[config.mk]
export PLATFORM = sky130hd
export DESIGN_NAME = axi_read_data_router
export DESIGN_NICKNAME = d
export VERILOG_FILES = /design/src/rtl/axi_read_data_router.sv
export SDC_FILE = /design/constraint.sdc
export NUM_CORES = 1
export LEC_CHECK = 0
export ABC_AREA = 1
export BUFFER_PORTS_ARGS = -buffer_cell sky130_fd_sc_hd__buf_4
export CAP_MARGIN = 20
export CORE_MARGIN = 3
export CORE_UTILIZATION = 32
export CTS_CLUSTER_SIZE = 40
export DETAILED_ROUTE_END_ITERATION = 8
export PLACE_DENSITY = 0.57
export SLEW_MARGIN = 20
export SYNTH_ARGS = -nofsm -noshare
export SYNTH_HDL_FRONTEND = slang
export SYNTH_SLANG_ARGS = --single-unit
[constraint.sdc]
create_clock -name ACLK -period 4.1 [get_ports ACLK]
set_input_delay 0.205 -clock ACLK [delete_from_list [all_inputs] [get_ports ACLK]]
set_output_delay 0.205 -clock ACLK [all_outputs]
set_load 0.01 [all_outputs]
[src/rtl/axi_read_data_router.sv]
// AXI R-channel router: steers slave beats to the master named in the upper RID bits.
// Each master has a burst-locked round-robin arbiter feeding a 2-entry skid FIFO.
module axi_read_data_router #(
  parameter int NUM_M     = 2,
  parameter int NUM_S     = 3,
  parameter int ID_BITS   = 4,
  parameter int IDS_BITS  = 8,
  parameter int DATA_BITS = 32
) (
  input  logic                         ACLK,
  input  logic                         ARESETn,
  input  logic [NUM_S*IDS_BITS-1:0]    RID_S,
  input  logic [NUM_S*DATA_BITS-1:0]   RDATA_S,
  input  logic [NUM_S*2-1:0]           RRESP_S,
  input  logic [NUM_S-1:0]             RLAST_S,
  input  logic [NUM_S-1:0]             RVALID_S,
  output logic [NUM_S-1:0]             RREADY_S,
  output logic [NUM_M*ID_BITS-1:0]     RID_M,
  output logic [NUM_M*DATA_BITS-1:0]   RDATA_M,
  output logic [NUM_M*2-1:0]           RRESP_M,
  output logic [NUM_M-1:0]             RLAST_M,
  output logic [NUM_M-1:0]             RVALID_M,
  input  logic [NUM_M-1:0]             RREADY_M,
  output logic [NUM_S-1:0]             ROUTE_ERR
);

  localparam int DW = IDS_BITS - ID_BITS;
  localparam int SW = (NUM_S > 1) ? $clog2(NUM_S) : 1;
  localparam int EW = ID_BITS + DATA_BITS + 3;

  typedef enum logic { IDLE = 1'b0, LOCKED = 1'b1 } lock_e;

  logic [DW-1:0]    dest      [NUM_S];
  logic [NUM_S-1:0] bad_dest;
  logic [NUM_S-1:0] req       [NUM_M];
  logic [NUM_M-1:0] gnt_vld;
  logic [SW-1:0]    gnt_idx   [NUM_M];
  logic [NUM_M-1:0] push;
  logic [NUM_M-1:0] pop;
  logic [EW-1:0]    push_data [NUM_M];

  lock_e            lock_q     [NUM_M];
  lock_e            lock_d     [NUM_M];
  logic [SW-1:0]    lock_idx_q [NUM_M];
  logic [SW-1:0]    lock_idx_d [NUM_M];
  logic [SW-1:0]    rr_ptr_q   [NUM_M];
  logic [SW-1:0]    rr_ptr_d   [NUM_M];
  logic [1:0]       cnt_q      [NUM_M];
  logic [1:0]       cnt_d      [NUM_M];
  logic             wr_ptr_q   [NUM_M];
  logic             wr_ptr_d   [NUM_M];
  logic             rd_ptr_q   [NUM_M];
  logic             rd_ptr_d   [NUM_M];
  logic [EW-1:0]    mem_q      [NUM_M][2];
  logic [EW-1:0]    mem_d      [NUM_M][2];
  logic [NUM_S-1:0] route_err_q;
  logic [NUM_S-1:0] route_err_d;

  // Stage 0: destination decode, arbitration and slave handshake
  always_comb begin
    for (int s = 0; s < NUM_S; s++) begin
      dest[s]     = RID_S[s*IDS_BITS+ID_BITS +: DW];
      bad_dest[s] = (int'(dest[s]) >= NUM_M);
    end
    for (int m = 0; m < NUM_M; m++) begin
      for (int s = 0; s < NUM_S; s++) begin
        req[m][s] = RVALID_S[s] && (int'(dest[s]) == m);
      end
    end
  end

  always_comb begin
    int idx;
    int g;
    idx = 0;
    g   = 0;
    for (int m = 0; m < NUM_M; m++) begin
      gnt_vld[m] = 1'b0;
      gnt_idx[m] = '0;
      if (lock_q[m] == LOCKED) begin
        // Locked: only the burst owner may proceed, even while it idles.
        gnt_idx[m] = lock_idx_q[m];
        gnt_vld[m] = req[m][lock_idx_q[m]];
      end else begin
        for (int i = 0; i < NUM_S; i++) begin
          idx = (int'(rr_ptr_q[m]) + i) % NUM_S;
          if (!gnt_vld[m] && req[m][idx]) begin
            gnt_vld[m] = 1'b1;
            gnt_idx[m] = SW'(idx);
          end
        end
      end
      push[m] = gnt_vld[m] && (cnt_q[m] != 2'd2);
      pop[m]  = (cnt_q[m] != 2'd0) && RREADY_M[m];
      g = int'(gnt_idx[m]);
      push_data[m] = {RID_S[g*IDS_BITS +: ID_BITS], RDATA_S[g*DATA_BITS +: DATA_BITS],
                      RRESP_S[g*2 +: 2], RLAST_S[g]};
    end
  end

  always_comb begin
    RREADY_S = '0;
    for (int s = 0; s < NUM_S; s++) begin
      RREADY_S[s] = bad_dest[s];
      for (int m = 0; m < NUM_M; m++) begin
        if (push[m] && (int'(gnt_idx[m]) == s)) RREADY_S[s] = 1'b1;
      end
    end
    RREADY_S = RREADY_S & {NUM_S{ARESETn}};
  end

  always_comb begin
    for (int m = 0; m < NUM_M; m++) begin
      lock_d[m]     = lock_q[m];
      lock_idx_d[m] = lock_idx_q[m];
      rr_ptr_d[m]   = rr_ptr_q[m];
      cnt_d[m]      = cnt_q[m];
      wr_ptr_d[m]   = wr_ptr_q[m];
      rd_ptr_d[m]   = rd_ptr_q[m];
      mem_d[m][0]   = mem_q[m][0];
      mem_d[m][1]   = mem_q[m][1];
      if (push[m]) begin
        mem_d[m][wr_ptr_q[m]] = push_data[m];
        wr_ptr_d[m]           = ~wr_ptr_q[m];
        if (push_data[m][0]) begin
          lock_d[m]   = IDLE;
          rr_ptr_d[m] = SW'((int'(gnt_idx[m]) + 1) % NUM_S);
        end else begin
          lock_d[m]     = LOCKED;
          lock_idx_d[m] = gnt_idx[m];
        end
      end
      if (pop[m]) rd_ptr_d[m] = ~rd_ptr_q[m];
      case ({push[m], pop[m]})
        2'b10:   cnt_d[m] = cnt_q[m] + 2'd1;
        2'b01:   cnt_d[m] = cnt_q[m] - 2'd1;
        default: cnt_d[m] = cnt_q[m];
      endcase
    end
    route_err_d = RVALID_S & bad_dest;
  end

  // Stage 1: arbiter state and FIFO control registers
  always_ff @(posedge ACLK or negedge ARESETn) begin
    if (!ARESETn) begin
      for (int m = 0; m < NUM_M; m++) begin
        lock_q[m]     <= IDLE;
        lock_idx_q[m] <= '0;
        rr_ptr_q[m]   <= '0;
        cnt_q[m]      <= 2'd0;
        wr_ptr_q[m]   <= 1'b0;
        rd_ptr_q[m]   <= 1'b0;
      end
      route_err_q <= '0;
    end else begin
      for (int m = 0; m < NUM_M; m++) begin
        lock_q[m]     <= lock_d[m];
        lock_idx_q[m] <= lock_idx_d[m];
        rr_ptr_q[m]   <= rr_ptr_d[m];
        cnt_q[m]      <= cnt_d[m];
        wr_ptr_q[m]   <= wr_ptr_d[m];
        rd_ptr_q[m]   <= rd_ptr_d[m];
      end
      route_err_q <= route_err_d;
    end
  end

  always_ff @(posedge ACLK) begin
    for (int m = 0; m < NUM_M; m++) begin
      mem_q[m][0] <= mem_d[m][0];
      mem_q[m][1] <= mem_d[m][1];
    end
  end

  // Stage 2: master outputs from the FIFO head, zeroed while empty
  always_comb begin
    logic [EW-1:0] head;
    head     = '0;
    RID_M    = '0;
    RDATA_M  = '0;
    RRESP_M  = '0;
    RLAST_M  = '0;
    RVALID_M = '0;
    for (int m = 0; m < NUM_M; m++) begin
      head = (cnt_q[m] != 2'd0) ? mem_q[m][rd_ptr_q[m]] : '0;
      RVALID_M[m]                        = (cnt_q[m] != 2'd0);
      RID_M[m*ID_BITS +: ID_BITS]        = head[EW-1 -: ID_BITS];
      RDATA_M[m*DATA_BITS +: DATA_BITS]  = head[DATA_BITS+2 -: DATA_BITS];
      RRESP_M[m*2 +: 2]                  = head[2:1];
      RLAST_M[m]                         = head[0];
    end
  end

  assign ROUTE_ERR = route_err_q;

endmodule

# After elaboration in Yosys (flattened, before gate mapping)
# Memory sizes are Yosys's and may differ from the RTL's.
# Index checks and enable logic that the tools add are counted.
# classes
addsub,10
div_mod_pow,8
n_lt_le_gt_ge,19
eq_ne,13
shifts,6
n_mux,72
bitwise,12
n_reduce_logical,39
# ops
op,count
$mux 39,10
$lt 32x4->1 const B,6
$mod 32x3->32 const B,6
$shiftx 96x8->32,2
$bwmux 78,2
$mux 78,2
$demux 39 s1,2
$mod 3x3->32 const B,2
$shiftx 24x6->4,2
$mux 1,36
$logic_and 1x1->1,22
$bmux 1 s2,10
$mux 2,8
$add 2x1->3 const B,4
$eq 2x2->1 const B,6
$eq 4x2->1 const B,3
$ge 4x2->1 const B,3
$logic_not 4->1,3
$lt 2x3->1 const B,4
$shiftx 6x4->2,2
$ge 2x2->1 const B,4
$not 1->2,4
$pmux 2 s2,2
$reduce_and 2->1,4
11 further kinds,30
# word_totals
register_bits,21
ram_bits,156
output_inout_bits,86
n_memories,1
# memory_table
memory,words,word_bits,read_ports,rd_ports_with_merged_regs,write_ports,line_no,rtl
mem_q,2,78,2,0,2,54,logic [EW-1:0] mem_q [NUM_M][2];

# Longest topological paths before layout
# logic_depth
ltp_word,20
mapped_depth,19

# Worst setup path after synthesis
# No wires, ideal clock.
# synth_timing
path_type,flip-flop to flip-flop
start,register rr_ptr_q[2] (netlist name)
end,memory mem_q[0][0] in the netlist's numbering (enable)
setup_ns,0.437
t_arrival_ns,3.095
required_time_ns,3.663
path_slack_ns,0.569
path_stages_with_launch,12
n_path_buf,0
period_less_slack_ns,3.531
cell_sequence,dfrtp_1 > inv_1 > ha_1 > inv_2 > nand4_1 > nand3_1 > nand2_2 > nand2_1 > o21ai_1 > nand3_1 > o21ai_2 > nor2_1
# synth_rtl
item,line_no
"end, declared",54

# Worst setup path after layout
# layout_timing
start,register rr_ptr_q[1] in the netlist's numbering
end,output port RREADY_S[2]
# layout_via
elab_chain_cells,18
# layout_lines
item,line_no,rtl
"start, declared",46,logic [SW-1:0] rr_ptr_q [NUM_M];
"start signal, assigned by index",159,rr_ptr_q[m] <= rr_ptr_d[m];
branches (longest 15 deep; another with $mod 32x3->32),n/a,
$logic_and 1x1->1 *,106,if (push[m] && (int'(gnt_idx[m]) == s)) RREADY_S[s] = 1'b1;
$mux 1 *,106,
$and 3x3->3 *,109,RREADY_S = RREADY_S & {NUM_S{ARESETn}};
"end, declared",17,"output logic [NUM_S-1:0] RREADY_S,"
# Mark *: on every way between the ends. The select of a mux whose other input is x is not followed.

==> qor.yml <==
via_count: 8434
comb_power_share: 0.527
p_leak_nw: 4.99
switchingPower_w: 0.00467
syn-cell-area_sq_mm: 0.00967
seqPwrFrac: 0.317
setup_tns_ps: 0
skew_ps: 13.6
yosysTopAreaCell: "edfxtp_1"
synthMuxAreaShare: 0
maxCapViolations: 0
timing.final.ws_setup_ps: 475
nFillCells: 2912
fmax_mhz: 276
drive_gt1_frac: 0.324
place_hpwl_um: 24600
post_cts_buffers: 0
avgSynthCellArea_sq_um: 9.39
first_iter_violations: 764
area_delta_synth_final_pct: 26.4
grt_pass1_vias: 8082
power_density_mw_per_mm2: 857
fin_crit_sh: 0.884
antenna_found_initial: 1
numCtsBuffers: 17
ys_ff_latch: 177
tritoncts: "done"
ys_warn_count: 0
synthCells: 1030
ys_seq_area_frac: 0.539
synthXorXnorAreaFrac: 0.00543
status: "finished clean"
synth_nets: 1177
clkLatencyLatePin_ps: 430
synth_cell_types: 36
htreeDepth: 4
dp_slack_ps: 971
grt_usage: 0.202
sw_frac_of_total: 0.446
final_nets: 1373
max-vdd-ir-drop_v: 0.000411
detail_route.drc_violations: 0
dieWidth_um: 180
path_max_fanout: 42
cts.path.max_buffers: 2
vias_per_cell: 5.17
synth_simple_gate_area_share: 0.224
fin_crit_ps: 3620
synth.top_cells.by_area: "edfxtp_1 48%, nand2_1 8.5%, dfrtp_1 5.4%"
tightest_slew_ps: 700
hold_viol_final: 0
cts_resized: 0
end_kind: "primary output"
intPower_w: 0.00580
grt_overflow: 0
crit_required_ps: 3890
grt_max_degree: 44
clkTransAtPathRegs_ps: 70
crit_type: "reg -> out"
coreArea_sq_mm: 0.0297
clk_root_buffer_cell: "clkbuf_16"
cts_sinks: 177
rows: 63
wire_per_inst_um: 20.6
cp.arrival_ps: 3420
totalWireLength_um: 33600
die_h_um: 180
gp_congestion: 0.905
hold_path_class: "in -> reg"
die-area_sq_mm: 0.0323
synth_top_family_by_area: "simple AND/OR/NAND/NOR gates"
grt_pass1_wl_um: 49800
ant_nets: 0
drt_first_pass_iters: 8
io_buffers: 221
synth_top_cell_area_share: 0.484
power_frac_clock: 0.156
worstSetupStartpointType: "register"
synth_compound_area_frac: 0.149
synth_adder_area_share: 0.0142
holdWs_ps: 23.3
start_util: 0.326
drv_slew: 0
slew_headroom: 0.533
rsz0062_at_grt: "false"
finalSetupViolations: 0
ioPinCount: 222
-- cell usage after synthesis --
cell type,n
buf_8,2
buf_12,3
inv_4,1
a21oi_1,82
buf_2,20
nand3_1,43
buf_6,4
nor3_1,1
edfxtp_1,156
nand2_2,21
nor2_1,98
buf_4,7
xnor2_1,3
o21ai_1,43
nand4_1,17
o21ai_0,59
nand4_2,1
ha_1,11
clkbuf_1,26
o21ai_2,42
buf_1,1
nand2_1,219
inv_1,59
dfrtp_1,21
a32oi_1,1
inv_2,11
o22ai_1,21
xor2_1,3
clkinv_1,1
a31oi_1,2
nor2_4,5
nand3b_1,1
nor2_2,1
nand3_2,41
or2_2,1
nand2_4,2
-- repair_timing --
item,4_1_cts,5_1_grt
hold endpoints to repair,21,0
endpoints found under the setup margin,0,0
hold buffers,1,0
-- sequential cells by signal (all words and copies together), names as in the netlist --
| signal | flops |
|---|---|
| mem_q | 156 |
| cnt_q | 4 |
| lock_idx_q | 4 |
| rr_ptr_q | 4 |
| ROUTE_ERR | 3 |
| lock_q | 2 |
| rd_ptr_q | 2 |
| wr_ptr_q | 2 |
-- cell type report --
cell class                      count  area [sq um]  share of cell area
Sequential cell                   177          5210               0.426
Multi-Input combinational cell    718          3850               0.315
Timing Repair Buffer              240          1810               0.148
Tap cell                          390           488              0.0399
Clock buffer                       18           429              0.0351
Inverter                           72           273              0.0223
Clock inverter                     14           164              0.0134
Antenna cell                        1          2.50            0.000205
-- through the flow --
stage                     utilization  std cells  total power (W)  cell area (sq um)
after floorplan                     -       1030          0.00679               9670
after global placement          0.390       1595          0.00887              11600
after detailed placement        0.391       1596          0.00894              11600
after CTS                       0.411       1629           0.0106              12200
after global routing            0.411       1629           0.0112              12200
final                           0.411       1630           0.0105              12200
-- final timing paths --
kind	start	cells after the start	slack [ps]	endpoint
worst min register to register	rr_ptr_q[1]	2	510	rr_ptr_q[1]
max in group asynchronous	ARESETn	2	3610	rd_ptr_q[1]
worst max-delay path	rr_ptr_q[1]	17	480	RREADY_S[2]
min in group asynchronous	ARESETn	2	210	rr_ptr_q[1]
worst max register to register	rr_ptr_q[1]	13	1020	mem_q[1][77]
worst min-delay path	RVALID_S[0]	3	20	ROUTE_ERR[0]
-- placed cells by master, fill, tap and decap left out --
cell type,n
xnor2_1,3
clkinv_1,1
nor2_4,11
nand3b_1,1
xor2_1,3
inv_8,5
clkbuf_16,17
nand3_2,41
nand3_1,43
buf_4,238
buf_8,1
o21ai_2,42
nand2_4,2
inv_4,1
ha_1,11
a31oi_1,2
or2_2,1
inv_2,11
a32oi_1,1
inv_1,59
dlygate4sd3_1,1
nor2_2,1
dfrtp_1,21
nand4_2,1
clkbuf_1,1
nand4_1,17
edfxtp_1,156
clkinv_4,1
clkinv_8,4
o22ai_1,21
clkinvlp_4,1
nor3_1,1
o21ai_1,43
nor2_1,92
o21ai_0,59
inv_6,3
nand2_1,219
diode_2,1
a21oi_1,82
nand2_2,21
-- power by group through the flow --
stage	sequential [W]	combinational (W)	clock, W
global route	0.00339	0.00606	0.00174
finish	0.00332	0.00552	0.00163
detailed placement	0.00336	0.00558	0
CTS	0.00332	0.00560	0.00166
floorplan	0.00332	0.00347	0
global placement	0.00335	0.00552	0
-- critical path, stage by stage (launching register included) --
cell	delay, ps
dfrtp_1	400
inv_1	70
ha_1	300
inv_1	150
nand4_1	120
nand3_1	90
nand2_2	130
nand3_2	120
nand3_2	90
nand3_2	80
nand2_4	90
buf_4	550
ha_1	270
inv_1	40
nor2_1	80
o21ai_0	150
inv_1	110
buf_4	120
-- metal layers --
layer | GRT usage | wire (um)
met1 | 0.255 | 13500
met2 | 0.348 | 16800
met3 | 0.0526 | 2560
met4 | 0.0495 | 758
met5 | 0 | 13
-- cell families after synthesis --
logic type | after synthesis
flip-flops | 177
AO/OA/AOI/OAI | 250
adder cells (fa/ha/maj) | 11
buffers and inverters | 135
AND/OR/NAND/NOR | 451
XOR/XNOR | 6
Power figures use the tool's default switching activity.
